## config.mk

```make
export PLATFORM = sky130hd
export DESIGN_NAME = upsample_layer
export DESIGN_NICKNAME = d
export VERILOG_FILES = /design/src/rtl/upsample_layer_pkg.sv /design/src/rtl/upsample_layer_line_buf.sv /design/src/rtl/upsample_layer.sv
export SDC_FILE = /design/constraint.sdc
export NUM_CORES = 1
export LEC_CHECK = 0
export CORE_MARGIN = 3
export CORE_UTILIZATION = 57
export DETAILED_ROUTE_END_ITERATION = 16
export GPL_ROUTABILITY_DRIVEN = 0
export PLACE_DENSITY = 0.81
export SLEW_MARGIN = 20
export SYNTH_ARGS = -nofsm -noshare
export SYNTH_HDL_FRONTEND = slang
export SYNTH_SLANG_ARGS = --single-unit
export TNS_END_PERCENT = 30
```

## constraint.sdc

```tcl
create_clock -name pclk -period 8.03 [get_ports pclk]
set_input_delay 2.409 -clock pclk [delete_from_list [all_inputs] [get_ports pclk]]
set_output_delay 2.409 -clock pclk [all_outputs]
set_load 0.005 [all_outputs]
```

## src/rtl/upsample_layer_pkg.sv

```systemverilog
// Shared CNN map-stream definitions: pixel width, default sizes, row FSM encoding.
// Stream handshake: a pixel moves on a cycle where valid && ready; outputs have no backpressure.
package upsample_layer_pkg;

  localparam int DATA_W       = 16;
  localparam int DEF_MAX_SIZE = 32;
  localparam int DEF_SIZE_W   = 8;

  typedef enum logic {
    ROW_IN  = 1'b0,
    ROW_REP = 1'b1
  } row_state_e;

  function automatic int addr_w(input int depth);
    return (depth > 1) ? $clog2(depth) : 1;
  endfunction

endpackage

```

## src/rtl/upsample_layer_line_buf.sv

```systemverilog
// One-row pixel store: registered write, combinational read, no reset (contents are don't-care).
// Zero-latency read; written only while a row is accepted, read only during replay.
module upsample_layer_line_buf #(
  parameter int DATA_W = 16,
  parameter int DEPTH  = 32,
  parameter int AW     = 5
) (
  input  logic              pclk,
  input  logic              we,
  input  logic [AW-1:0]     waddr,
  input  logic [DATA_W-1:0] wdata,
  input  logic [AW-1:0]     raddr,
  output logic [DATA_W-1:0] rdata
);

  logic [DATA_W-1:0] mem [DEPTH];

  always_ff @(posedge pclk) begin
    if (we) begin
      mem[waddr] <= wdata;
    end
  end

  assign rdata = mem[raddr];

endmodule

```

## src/rtl/upsample_layer.sv

```systemverilog
// Nearest-neighbour 2x upsampler: each pixel emitted twice, each row replayed once; 1-cycle registered output.
// Throttles upstream via map_ird (one accept per two output cycles, none during replay); no downstream backpressure.
module upsample_layer #(
  parameter int DATA_W   = upsample_layer_pkg::DATA_W,
  parameter int MAX_SIZE = upsample_layer_pkg::DEF_MAX_SIZE,
  parameter int SIZE_W   = upsample_layer_pkg::DEF_SIZE_W
) (
  input  logic                     pclk,
  input  logic                     rst,
  input  logic [SIZE_W-1:0]        image_size,
  input  logic                     map_iva,
  input  logic signed [DATA_W-1:0] map_in,
  output logic                     map_ird,
  output logic signed [DATA_W-1:0] map_out,
  output logic                     map_ova,
  output logic                     map_oend
);

  import upsample_layer_pkg::*;

  localparam int               AW    = addr_w(MAX_SIZE);
  localparam logic [SIZE_W-1:0] MAX_N = SIZE_W'(MAX_SIZE);
  localparam logic [SIZE_W-1:0] ONE   = SIZE_W'(1);

  row_state_e        state_q, state_d;
  logic [SIZE_W-1:0] col_q, col_d;
  logic [SIZE_W-1:0] row_q, row_d;
  logic [SIZE_W-1:0] n_q, n_d;
  logic              phase_q, phase_d;
  logic [DATA_W-1:0] out_d;
  logic              ova_d, oend_d;

  logic [SIZE_W-1:0] n_sat, n_cur;
  logic              frame_start, accept, last_col, last_row, we;
  logic [DATA_W-1:0] rdata;

  assign n_sat       = (image_size > MAX_N) ? MAX_N : image_size;
  assign frame_start = (state_q == ROW_IN) && (row_q == '0) && (col_q == '0) && !phase_q;
  // While idle at frame start the live size governs readiness, so size 0 holds the input off.
  assign n_cur       = frame_start ? n_sat : n_q;
  assign map_ird     = !rst && (state_q == ROW_IN) && !phase_q && (n_cur != '0);
  assign accept      = map_iva && map_ird;
  assign last_col    = (col_q + ONE) == n_q;
  assign last_row    = (row_q + ONE) == n_q;

  upsample_layer_line_buf #(
    .DATA_W (DATA_W),
    .DEPTH  (MAX_SIZE),
    .AW     (AW)
  ) u_line_buf (
    .pclk  (pclk),
    .we    (we),
    .waddr (col_q[AW-1:0]),
    .wdata (map_in),
    .raddr (col_q[AW-1:0]),
    .rdata (rdata)
  );

  always_comb begin
    state_d = state_q;
    col_d   = col_q;
    row_d   = row_q;
    n_d     = n_q;
    phase_d = phase_q;
    out_d   = map_out;
    ova_d   = 1'b0;
    oend_d  = 1'b0;
    we      = 1'b0;
    case (state_q)
      ROW_IN: begin
        if (!phase_q) begin
          if (frame_start) begin
            n_d = n_sat;
          end
          if (accept) begin
            we      = 1'b1;
            out_d   = map_in;
            ova_d   = 1'b1;
            phase_d = 1'b1;
          end
        end else begin
          // Second copy: output register already holds the pixel.
          ova_d   = 1'b1;
          phase_d = 1'b0;
          if (last_col) begin
            col_d   = '0;
            state_d = ROW_REP;
          end else begin
            col_d = col_q + ONE;
          end
        end
      end
      ROW_REP: begin
        out_d   = rdata;
        ova_d   = 1'b1;
        phase_d = ~phase_q;
        if (phase_q) begin
          if (last_col) begin
            col_d   = '0;
            state_d = ROW_IN;
            if (last_row) begin
              row_d  = '0;
              oend_d = 1'b1;
            end else begin
              row_d = row_q + ONE;
            end
          end else begin
            col_d = col_q + ONE;
          end
        end
      end
      default: begin
        state_d = ROW_IN;
      end
    endcase
  end

  always_ff @(posedge pclk) begin
    if (rst) begin
      state_q  <= ROW_IN;
      col_q    <= '0;
      row_q    <= '0;
      n_q      <= '0;
      phase_q  <= 1'b0;
      map_out  <= '0;
      map_ova  <= 1'b0;
      map_oend <= 1'b0;
    end else begin
      state_q  <= state_d;
      col_q    <= col_d;
      row_q    <= row_d;
      n_q      <= n_d;
      phase_q  <= phase_d;
      map_out  <= out_d;
      map_ova  <= ova_d;
      map_oend <= oend_d;
    end
  end

endmodule
```

==> results of run 1 <==
kinds of logic after synthesis:
| family | after synthesis | synth area share |
|---|---|---|
| buf+inv | 75 | 0.0137 |
| fa+ha+maj | 6 | 0.00335 |
| flops | 561 | 0.730 |
| compound gates | 85 | 0.0313 |
| simple gates | 174 | 0.0451 |
| mux | 178 | 0.168 |
| xor+xnor | 20 | 0.00782 |
metal layers:
layer / vias to the layer above / track usage / part of all wire
met5: - / 0 / 0.00025
met3: 117 / 0.0416 / 0.091
met4: 2 / 0.0683 / 0.030
met2: 667 / 0.412 / 0.50
li1: 4694 / - / -
met1: 6009 / 0.371 / 0.38
stage by stage:
stage | hold slack (ns) | instance area, sq um
after floorplan | 0.479 | 22400
after global placement | 0.482 | 23500
after detailed placement | 0.489 | 23500
after CTS | 0.495 | 25200
after global routing | 0.533 | 25200
final | 0.494 | 25200
worst max-delay path by stage:
| stage | start | to |
|---|---|---|
| 2_1_floorplan | image_size[7] | map_ird |
| 3_3_place_gp | rst | map_ird |
| 3_5_place_dp | rst | map_ird |
| 4_1_cts | rst | map_ird |
| 5_1_grt | rst | map_ird |
| 6_report | rst | map_ird |
sequential cells by signal, indices dropped and copies added, names as in the netlist, named ones only:
name,count
phase_q,1
n_q,8
state_q,1
u_line_buf.mem,512
col_q,8
map_ova,1
map_oend,1
row_q,8
map_out,16
layout make-up:
type / instances / area, sq um / share of cell area
tap: 511 / 639 / 0.0254
sequential: 561 / 16400 / 0.649
multi-input combinational: 463 / 5820 / 0.231
antenna: 1 / 2.50 / 0.0000993
clock buffer: 68 / 1420 / 0.0562
timing repair buffer: 68 / 624 / 0.0248
inverter: 12 / 45.0 / 0.00179
clock inverter: 27 / 290 / 0.0115
worst max-delay path, cell delays in order:
cell and delay, ns:
sky130_fd_sc_hd__buf_2 0.41, sky130_fd_sc_hd__or2_2 0.50, sky130_fd_sc_hd__nor4_1 0.35, sky130_fd_sc_hd__clkdlybuf4s50_1 0.58
Yosys cell counts (all sizes together) (2+ instances only):
cell type / n / area share
o31ai: 4 / 0.0013
nor2b: 5 / 0.0014
and2: 2 / 0.00056
and3: 2 / 0.00056
a221oi: 15 / 0.010
xor2: 8 / 0.0031
nand3: 21 / 0.0051
o21ai: 12 / 0.0027
nor2: 55 / 0.0092
o221ai: 4 / 0.0018
a41o: 2 / 0.00089
a21oi: 23 / 0.0051
nand2b: 19 / 0.0053
xnor2: 12 / 0.0047
clkbuf: 34 / 0.0057
or4b: 2 / 0.00089
nor4: 9 / 0.0045
o311ai: 3 / 0.0012
and4: 2 / 0.00078
a31oi: 3 / 0.00084
nor3b: 6 / 0.0020
inv: 12 / 0.0020
nand4: 2 / 0.00084
or3: 4 / 0.0013
edfxtp: 512 / 0.69
or3b: 2 / 0.00078
o31a: 2 / 0.00078
ha: 6 / 0.0034
a22o: 4 / 0.0016
nor3: 12 / 0.0029
o21a: 3 / 0.0010
mux4: 159 / 0.16
o211ai: 2 / 0.00067
o32ai: 2 / 0.0011
nand3b: 3 / 0.0010
dfxtp: 49 / 0.044
nor4b: 4 / 0.0016
nand2: 16 / 0.0027
mux2i: 19 / 0.0085
nand4b: 2 / 0.0015
a211oi: 2 / 0.00067
or4: 4 / 0.0013
buf: 29 / 0.0060
power by group through the flow:
stage               logic, mW  registers [mW]  clock network (mW)
detailed placement      0.452            3.33                   0
floorplan               0.294            3.28                   0
global route            0.487            3.27                2.61
finish                  0.459            3.27                2.48
CTS                     0.459            3.26                2.50
global placement        0.442            3.32                   0
==> impl_metrics.env, run 1 <==
export IMPL_run_status="completed"
export IMPL_avgViaCountPerCell=6.71
export IMPL_r2r_cells=6
export IMPL_critical_path_arrival_ns=4.25
export IMPL_timing_rr_start="col_q[2]"
export IMPL_finish_net_count=1191
export IMPL_ys_seq_area_frac=0.730
export IMPL_route_vias_total=11500
export IMPL_global_route_usage_total=0.255
export IMPL_wire_per_inst_microns=30.0
export IMPL_max_slew_margin_rel=0.245
export IMPL_final_layout_size_suffix_gt1_frac=0.278
export IMPL_ys_dominant_reg_cell="sky130_fd_sc_hd__edfxtp_1"
export IMPL_dpl_worst_slack_ns=1.36
export IMPL_dieArea_sq_um=41700
export IMPL_die_w_microns=204
export IMPL_clockBufferDepth=3
export IMPL_initial_core_util=0.586
export IMPL_startpoint_type="input port"
export IMPL_tritoncts_clock_tree="yes"
export IMPL_filler_cell_count=2372
export IMPL_hold_end="map_out[9]"
export IMPL_netlist_cell_type_count=61
export IMPL_cts_buffers=52
export IMPL_initial_antenna_violation_count=1
export IMPL_syn_instance_count=1099
export IMPL_grt_first_pass_wirelength_mm=77.4
export IMPL_clk_insertion_delay_late_ns=0.60
export IMPL_area_growth_from_synthesis_to_layout_pct=12.5
export IMPL_max_freq_ghz=0.150
export IMPL_post_synth_arst_share=0
export IMPL_p_int_mw=4.82
export IMPL_die_height_microns=204
export IMPL_finalSetupViolCount=0
export IMPL_timing_final_hold_violations=0
export IMPL_post_route_drc=0
export IMPL_yosys_warnings=0
export IMPL_finalMaxSlewViolations=0
export IMPL_power_share_combinational=0.074
export IMPL_max_slew_worst_pin_slew_ns=1.13
export IMPL_pwr_share_seq=0.526
export IMPL_grt_overflow_total=0
export IMPL_first_global_vias=11500
export IMPL_mostFrequentLayoutCell="sky130_fd_sc_hd__edfxtp_1"
export IMPL_postSynthRegisterBits=561
export IMPL_max_vdd_ir_drop_mv=0.209
export IMPL_final_util=0.660
export IMPL_syn_mean_instance_area_sq_um=20.4
export IMPL_floorplan_rows=71
export IMPL_cp_max_fo=47
export IMPL_final_min_clock_period_ns=6.66
export IMPL_p_sw_mw=1.39
export IMPL_power_clock_fraction=0.400
export IMPL_io_pins=46
export IMPL_cts_repair_resize_count=0
export IMPL_drtAntennaViolNets=0
export IMPL_dp_final_hpwl_mm=29.1
export IMPL_drt_iter0_markers=1276
export IMPL_firstDrtPassIters=5
export IMPL_post_cts_setup_buffer_count=0
export IMPL_worstSetupEndpointType="primary output"
export IMPL_layout_cells_most_common_list="sky130_fd_sc_hd__edfxtp_1 (512), sky130_fd_sc_hd__mux4_2 (159), sky130_fd_sc_hd__clkbuf_16 (53)"
export IMPL_root_buffer="sky130_fd_sc_hd__clkbuf_16"
export IMPL_max_cap_violations=0
export IMPL_numPortBuffers=45
export IMPL_htree_num_levels=2
export IMPL_final_min_period_over_clock_period=0.829
export IMPL_core_box_area_sq_um=38200
export IMPL_tritoncts_num_sinks=561
export IMPL_netlist_area_sq_um=22400
export IMPL_rsz0062_at_grt="no"
export IMPL_endpoint_required_time_on_the_critical_path_ns=5.62
export IMPL_synth_edf_count=512
export IMPL_hold_start="map_out[9]"
export IMPL_layoutNonFillerInstCount=1711
export IMPL_regToRegSetupSlack_ns=4.04
export IMPL_totalNegativeSetupSlack_ns=0
export IMPL_ctsHoldBuffers=0
export IMPL_syn_nets=1132
export IMPL_finalPower_mw=6.20
export IMPL_total_placed_cells_including_tap_cells=1614
export IMPL_timing_rr_end="u_line_buf.mem[14][11]"
export IMPL_worst_case_clock_skew_ns=0.0261
export IMPL_sum_of_routed_wire_length_over_all_layers_mm=51.3
export IMPL_p_sw_frac=0.223
export IMPL_path_clk_slew_ns=0.06
export IMPL_timing_final_ws_setup_ns=1.37
export IMPL_holdPathStages=2
export IMPL_worstHoldPathType="reg -> reg"
export IMPL_critical_path_class="in -> out"
export IMPL_grt_max_degree=82
export IMPL_power_per_cell_area_nw_per_um2=246
export IMPL_leakage_component_of_the_power_nw=7.50
Note: power is estimated with default switching activity, not from simulation.
==> run 2: changes to the inputs <==
CORE_UTILIZATION = 56   (was 57)
PLACE_DENSITY = 0.83   (was 0.81)
clock period = 5.71 ns   (was 8.03 ns; I/O delays follow)
==> run 2 against run 1 <==
Against the previous run: wire length is 3.3% higher; sequential cell count did not move; clock skew is essentially flat; largest power group unchanged; highest routed layer is now met4; via count grew 1.4%.
==> impl_metrics.env, run 2 (synthesized netlist as in run 1, its figures left out) <==
export IMPL_avgViaCountPerCell=6.67
export IMPL_max_cap_violations=0
export IMPL_ctsHoldBuffers=0
export IMPL_path_cells="clkdlybuf4s50_1 -> or3_1 -> nor4_4 -> nor4_1 -> clkdlybuf4s50_1"
export IMPL_clk_insertion_delay_late_ns=0.58
export IMPL_totalNegativeSetupSlack_ns=0
export IMPL_final_layout_size_suffix_gt1_frac=0.289
export IMPL_power_per_cell_area_nw_per_um2=342
export IMPL_finalInstanceArea_sq_um=25400
export IMPL_root_buffer="sky130_fd_sc_hd__clkbuf_16"
export IMPL_max_vdd_ir_drop_mv=0.287
export IMPL_final_min_clock_period_ns=5.17
export IMPL_grt_first_pass_wirelength_mm=78.7
export IMPL_total_placed_cells_including_tap_cells=1646
export IMPL_endpoint_required_time_on_the_critical_path_ns=4.00
export IMPL_worstPathBufferInverterCount=2
export IMPL_run_status="completed"
export IMPL_final_min_period_over_clock_period=0.905
export IMPL_dpl_cell_area_sq_um=23700
export IMPL_global_route_usage_total=0.255
export IMPL_timing_final_hold_violations=0
export IMPL_final_util=0.650
export IMPL_max_freq_ghz=0.194
export IMPL_cp_max_fo=4
export IMPL_sum_of_routed_wire_length_over_all_layers_mm=53.0
export IMPL_firstDrtPassIters=5
export IMPL_dpl_worst_slack_ns=0.524
export IMPL_htree_num_levels=2
export IMPL_largest_register_ffs=512
export IMPL_max_slew_worst_pin_slew_ns=1.07
export IMPL_holdPathStages=2
export IMPL_clockBufferDepth=3
export IMPL_layoutNonFillerInstCount=1746
export IMPL_largestRegisters="u_line_buf.mem x512, map_out x16"
export IMPL_worstSetupEndpointType="primary output"
export IMPL_timing_final_ws_setup_ns=0.544
export IMPL_leakage_component_of_the_power_nw=7.63
export IMPL_antenna_cells=0
export IMPL_hold_end="map_out[2]"
export IMPL_cts_buffers=54
export IMPL_layout_cells_most_common_list="sky130_fd_sc_hd__edfxtp_1 (512), sky130_fd_sc_hd__mux4_2 (159), sky130_fd_sc_hd__clkbuf_16 (54)"
export IMPL_first_global_vias=11600
export IMPL_crit_path_max_incr_delay_ns=0.47
export IMPL_io_pins=46
export IMPL_max_slew_margin_rel=0.285
export IMPL_dp_final_hpwl_mm=30.1
export IMPL_core_box_area_sq_um=39100
export IMPL_critical_path_arrival_ns=3.45
export IMPL_die_height_microns=206
export IMPL_startpoint="image_size[7]"
export IMPL_r2r_cells=7
export IMPL_worstHoldPathType="reg -> reg"
export IMPL_post_route_drc=0
export IMPL_whs_ns=0.490
export IMPL_grt_max_degree=61
export IMPL_timing_critical_path_slowest_stage_cell="sky130_fd_sc_hd__clkdlybuf4s50_1"
export IMPL_die_w_microns=206
export IMPL_finalMaxSlewViolations=0
export IMPL_largest_register="u_line_buf.mem"
export IMPL_rsz0062_at_grt="no"
export IMPL_timing_rr_end="u_line_buf.mem[7][1]"
export IMPL_finalPower_mw=8.69
export IMPL_startpoint_type="input port"
export IMPL_tritoncts_clock_tree="yes"
export IMPL_initial_core_util=0.573
export IMPL_cts_repair_resize_count=0
export IMPL_post_cts_setup_buffer_count=0
export IMPL_wire_per_inst_microns=30.3
export IMPL_regToRegSetupSlack_ns=1.89
export IMPL_finalSetupViolCount=0
export IMPL_floorplan_rows=72
export IMPL_grt_overflow_total=0
export IMPL_drt_iter0_markers=1555
export IMPL_hold_start="map_out[2]"
export IMPL_critical_path_class="in -> out"
export IMPL_drtAntennaViolNets=0
export IMPL_timing_rr_start="phase_q"
export IMPL_dieArea_sq_um=42400
export IMPL_tritoncts_num_sinks=561
export IMPL_route_vias_total=11600
export IMPL_mostFrequentLayoutCell="sky130_fd_sc_hd__edfxtp_1"
export IMPL_critical_path_most_common_cell="sky130_fd_sc_hd__clkdlybuf4s50_1"
export IMPL_path_clk_slew_ns=0.06
export IMPL_numPortBuffers=45
export IMPL_top_delay_family_on_crit_path="buffers and inverters"
export IMPL_initial_antenna_violation_count=0
export IMPL_worst_case_clock_skew_ns=0.0264
export IMPL_area_growth_from_synthesis_to_layout_pct=13.4
export IMPL_finish_net_count=1218
## run 2: cell types whose count changed in the layout (fill, tap and decap cells not counted), sizes merged
cell,delta
buf,+26
clkbuf,-4
clkdlybuf4s50,-1
clkinv,+5
clkinvlp,+2
diode,-1
inv,+1
## run 2: worst max path at each step
stage | endpoint | slack [ns] | cells past startpoint
after global placement | map_ird | 0.58 | 5
after floorplan | map_ird | 1.48 | 3
after global routing | map_ird | 0.45 | 5
final | map_ird | 0.54 | 5
after CTS | map_ird | 0.54 | 5
after detailed placement | map_ird | 0.52 | 5
## run 2: routing by layer
layer / GRT usage / vias up / routed length (microns)
li1: - / 4745 / -
met1: 0.348 / 6084 / 19400
met2: 0.433 / 712 / 27300
met3: 0.0395 / 104 / 4580
met4: 0.0744 / 0 / 1690
met5: 0 / - / 0
## run 2: worst min-delay path: stages, from the launching register on
cell and delay [ns]:
sky130_fd_sc_hd__dfxtp_1 0.31, sky130_fd_sc_hd__nand2b_1 0.08, sky130_fd_sc_hd__a221oi_2 0.06
## run 2: cell type report
cell class | count | area, sq um
clock buffer | 64 | 1390
multi-input combinational | 463 | 5820
sequential | 561 | 16400
clock inverter | 35 | 318
tap | 518 | 648
timing repair buffer | 93 | 823
fill | 2437 | 13700
inverter | 12 | 45.0
## run 2: report_power, final
part           leakage [nW]  switching, mW  internal [mW]
Sequential             5.00         0.0839           4.51
Combinational          1.80          0.352          0.283
Clock                 0.825           1.50           1.97
Total                  7.63           1.93           6.76
==> run 3: changes to the inputs <==
CORE_ASPECT_RATIO = 0.5   (was unset)
==> run 3 against run 2 <==
Against the previous run: total power decreased by 2.4%; setup slack got worse by 0.035 ns; non-clock buffer count decreased by 6; die area increased by 0.34%; critical endpoint unchanged.
==> impl_metrics.env, run 3 (synthesized netlist as in run 1, its figures left out) <==
export IMPL_max_slew_margin_rel=0.281
export IMPL_layout_cells_most_common_list="sky130_fd_sc_hd__edfxtp_1 (512), sky130_fd_sc_hd__mux4_2 (159), sky130_fd_sc_hd__clkbuf_16 (47)"
export IMPL_antenna_cells=0
export IMPL_avgViaCountPerCell=6.82
export IMPL_grt_max_degree=55
export IMPL_dpl_cell_area_sq_um=23700
export IMPL_timing_rr_end="u_line_buf.mem[18][14]"
export IMPL_worstSetupEndpointType="primary output"
export IMPL_path_cells="clkdlybuf4s50_1 -> or3_1 -> nor4_4 -> nor4_1 -> clkdlybuf4s50_1"
export IMPL_die_height_microns=147
export IMPL_grtUsageMet2=0.414
export IMPL_met1_usage=0.375
export IMPL_max_slew_worst_pin_slew_ns=1.08
export IMPL_drt_iter0_markers=1685
export IMPL_die_w_microns=289
export IMPL_r2r_cells=7
export IMPL_largestRegisters="u_line_buf.mem x512, map_out x16"
export IMPL_max_vdd_ir_drop_mv=0.229
export IMPL_mostFrequentLayoutCell="sky130_fd_sc_hd__edfxtp_1"
export IMPL_power_per_cell_area_nw_per_um2=338
export IMPL_area_growth_from_synthesis_to_layout_pct=12.3
export IMPL_clockBufferDepth=3
export IMPL_leakage_component_of_the_power_nw=7.51
export IMPL_global_route_usage_total=0.260
export IMPL_totalNegativeSetupSlack_ns=0
export IMPL_final_min_clock_period_ns=5.20
export IMPL_firstDrtPassIters=5
export IMPL_finalInstanceArea_sq_um=25200
export IMPL_ctsHoldBuffers=0
export IMPL_final_layout_size_suffix_gt1_frac=0.285
export IMPL_dp_final_hpwl_mm=31.1
export IMPL_sum_of_routed_wire_length_over_all_layers_mm=53.8
export IMPL_worst_case_clock_skew_ns=0.0225
export IMPL_io_pins=46
export IMPL_run_status="completed"
export IMPL_globalRoute_busiestLayer="met2"
export IMPL_first_global_vias=11900
export IMPL_max_freq_ghz=0.192
export IMPL_rsz0062_at_grt="no"
export IMPL_numPortBuffers=45
export IMPL_clk_insertion_delay_late_ns=0.58
export IMPL_path_clk_slew_ns=0.07
export IMPL_post_route_drc=0
export IMPL_htree_num_levels=2
export IMPL_wire_per_inst_microns=30.9
export IMPL_root_buffer="sky130_fd_sc_hd__clkbuf_16"
export IMPL_holdPathStages=2
export IMPL_endpoint_required_time_on_the_critical_path_ns=4.00
export IMPL_grt_first_pass_wirelength_mm=80.5
export IMPL_crit_path_max_incr_delay_ns=0.48
export IMPL_largest_register_ffs=512
export IMPL_hold_end="map_out[5]"
export IMPL_critical_path_most_common_cell="sky130_fd_sc_hd__clkdlybuf4s50_1"
export IMPL_initial_antenna_violation_count=1
export IMPL_final_min_period_over_clock_period=0.911
export IMPL_tritoncts_num_sinks=561
export IMPL_largest_register="u_line_buf.mem"
export IMPL_regToRegSetupSlack_ns=1.66
export IMPL_dieArea_sq_um=42600
export IMPL_grt_overflow_total=0
export IMPL_tritoncts_clock_tree="yes"
export IMPL_post_cts_setup_buffer_count=0
export IMPL_global_route_usage_met3=0.0573
export IMPL_timing_rr_start="phase_q"
export IMPL_core_box_area_sq_um=39200
export IMPL_max_cap_violations=0
export IMPL_cts_repair_resize_count=0
export IMPL_critical_path_arrival_ns=3.49
export IMPL_worstHoldPathType="reg -> reg"
export IMPL_initial_core_util=0.572
export IMPL_cp_max_fo=4
export IMPL_timing_final_hold_violations=0
export IMPL_critical_path_class="in -> out"
export IMPL_finalMaxSlewViolations=0
export IMPL_route_vias_total=11900
export IMPL_hold_start="map_out[5]"
export IMPL_cts_buffers=47
export IMPL_drtAntennaViolNets=0
export IMPL_floorplan_rows=51
export IMPL_finish_net_count=1205
export IMPL_startpoint_type="input port"
export IMPL_timing_critical_path_slowest_stage_cell="sky130_fd_sc_hd__clkdlybuf4s50_1"
export IMPL_finalSetupViolCount=0
## run 3: cell types whose count changed in the layout (fill, tap and decap cells not counted), moves of 2 or more
cell and change:
sky130_fd_sc_hd__buf_2 +5, sky130_fd_sc_hd__clkinv_2 -2, sky130_fd_sc_hd__clkbuf_1 +3, sky130_fd_sc_hd__clkbuf_8 +2, sky130_fd_sc_hd__clkinv_4 +2, sky130_fd_sc_hd__clkbuf_16 -7, sky130_fd_sc_hd__clkdlybuf4s50_1 -5, sky130_fd_sc_hd__nor2_1 +4
sky130_fd_sc_hd__clkinv_1 -11, sky130_fd_sc_hd__nor2_2 -3, sky130_fd_sc_hd__buf_4 -5
## run 3: cell type report
type	count	area [sq um]
flip-flops and latches	561	16400
well taps	530	663
fillers	2458	14000
clock inverters	24	287
inverters	12	45.0
repair buffers	87	733
multi-input cells	463	5800
clock buffers	62	1250
## run 3: worst max-delay path, delay by kind of cell
| family | cells | cell delay (ns) |
|---|---|---|
| buffers and inverters | 2 | 0.91 |
| and+or+nand+nor | 3 | 0.86 |
## run 3: report_power, final
part	internal (mW)	total, mW	switching, mW
logic	0.276	0.635	0.359
clock network	1.79	3.26	1.47
registers	4.51	4.59	0.0842
total	6.58	8.49	1.91
## run 3: how the worst max path moves through the flow
stage / start / to / slack [ns]
final: image_size[7] / map_ird / 0.51
after detailed placement: image_size[7] / map_ird / 0.53
after global placement: image_size[0] / map_ird / 0.56
after global routing: image_size[7] / map_ird / 0.41
after CTS: image_size[7] / map_ird / 0.52
after floorplan: image_size[7] / map_ird / 1.48
## run 3: per-stage QoR
stage	hold WS [ns]	setup slack, ns	cells	total power [mW]	utilization
floorplan	0.479	1.48	1099	5.03	-
global placement	0.474	0.563	1653	5.27	0.604
detailed placement	0.480	0.530	1653	5.30	0.604
CTS	0.491	0.520	1739	8.52	0.643
global route	0.505	0.411	1739	8.70	0.642
finish	0.491	0.510	1739	8.49	0.642
## run 3: per-layer routing
| layer | routed length [microns] | vias to the layer above |
|---|---|---|
| met5 | 13 | - |
| met4 | 1250 | 2 |
| met3 | 6340 | 117 |
| met2 | 26500 | 903 |
| met1 | 19700 | 6111 |
| li1 | - | 4726 |
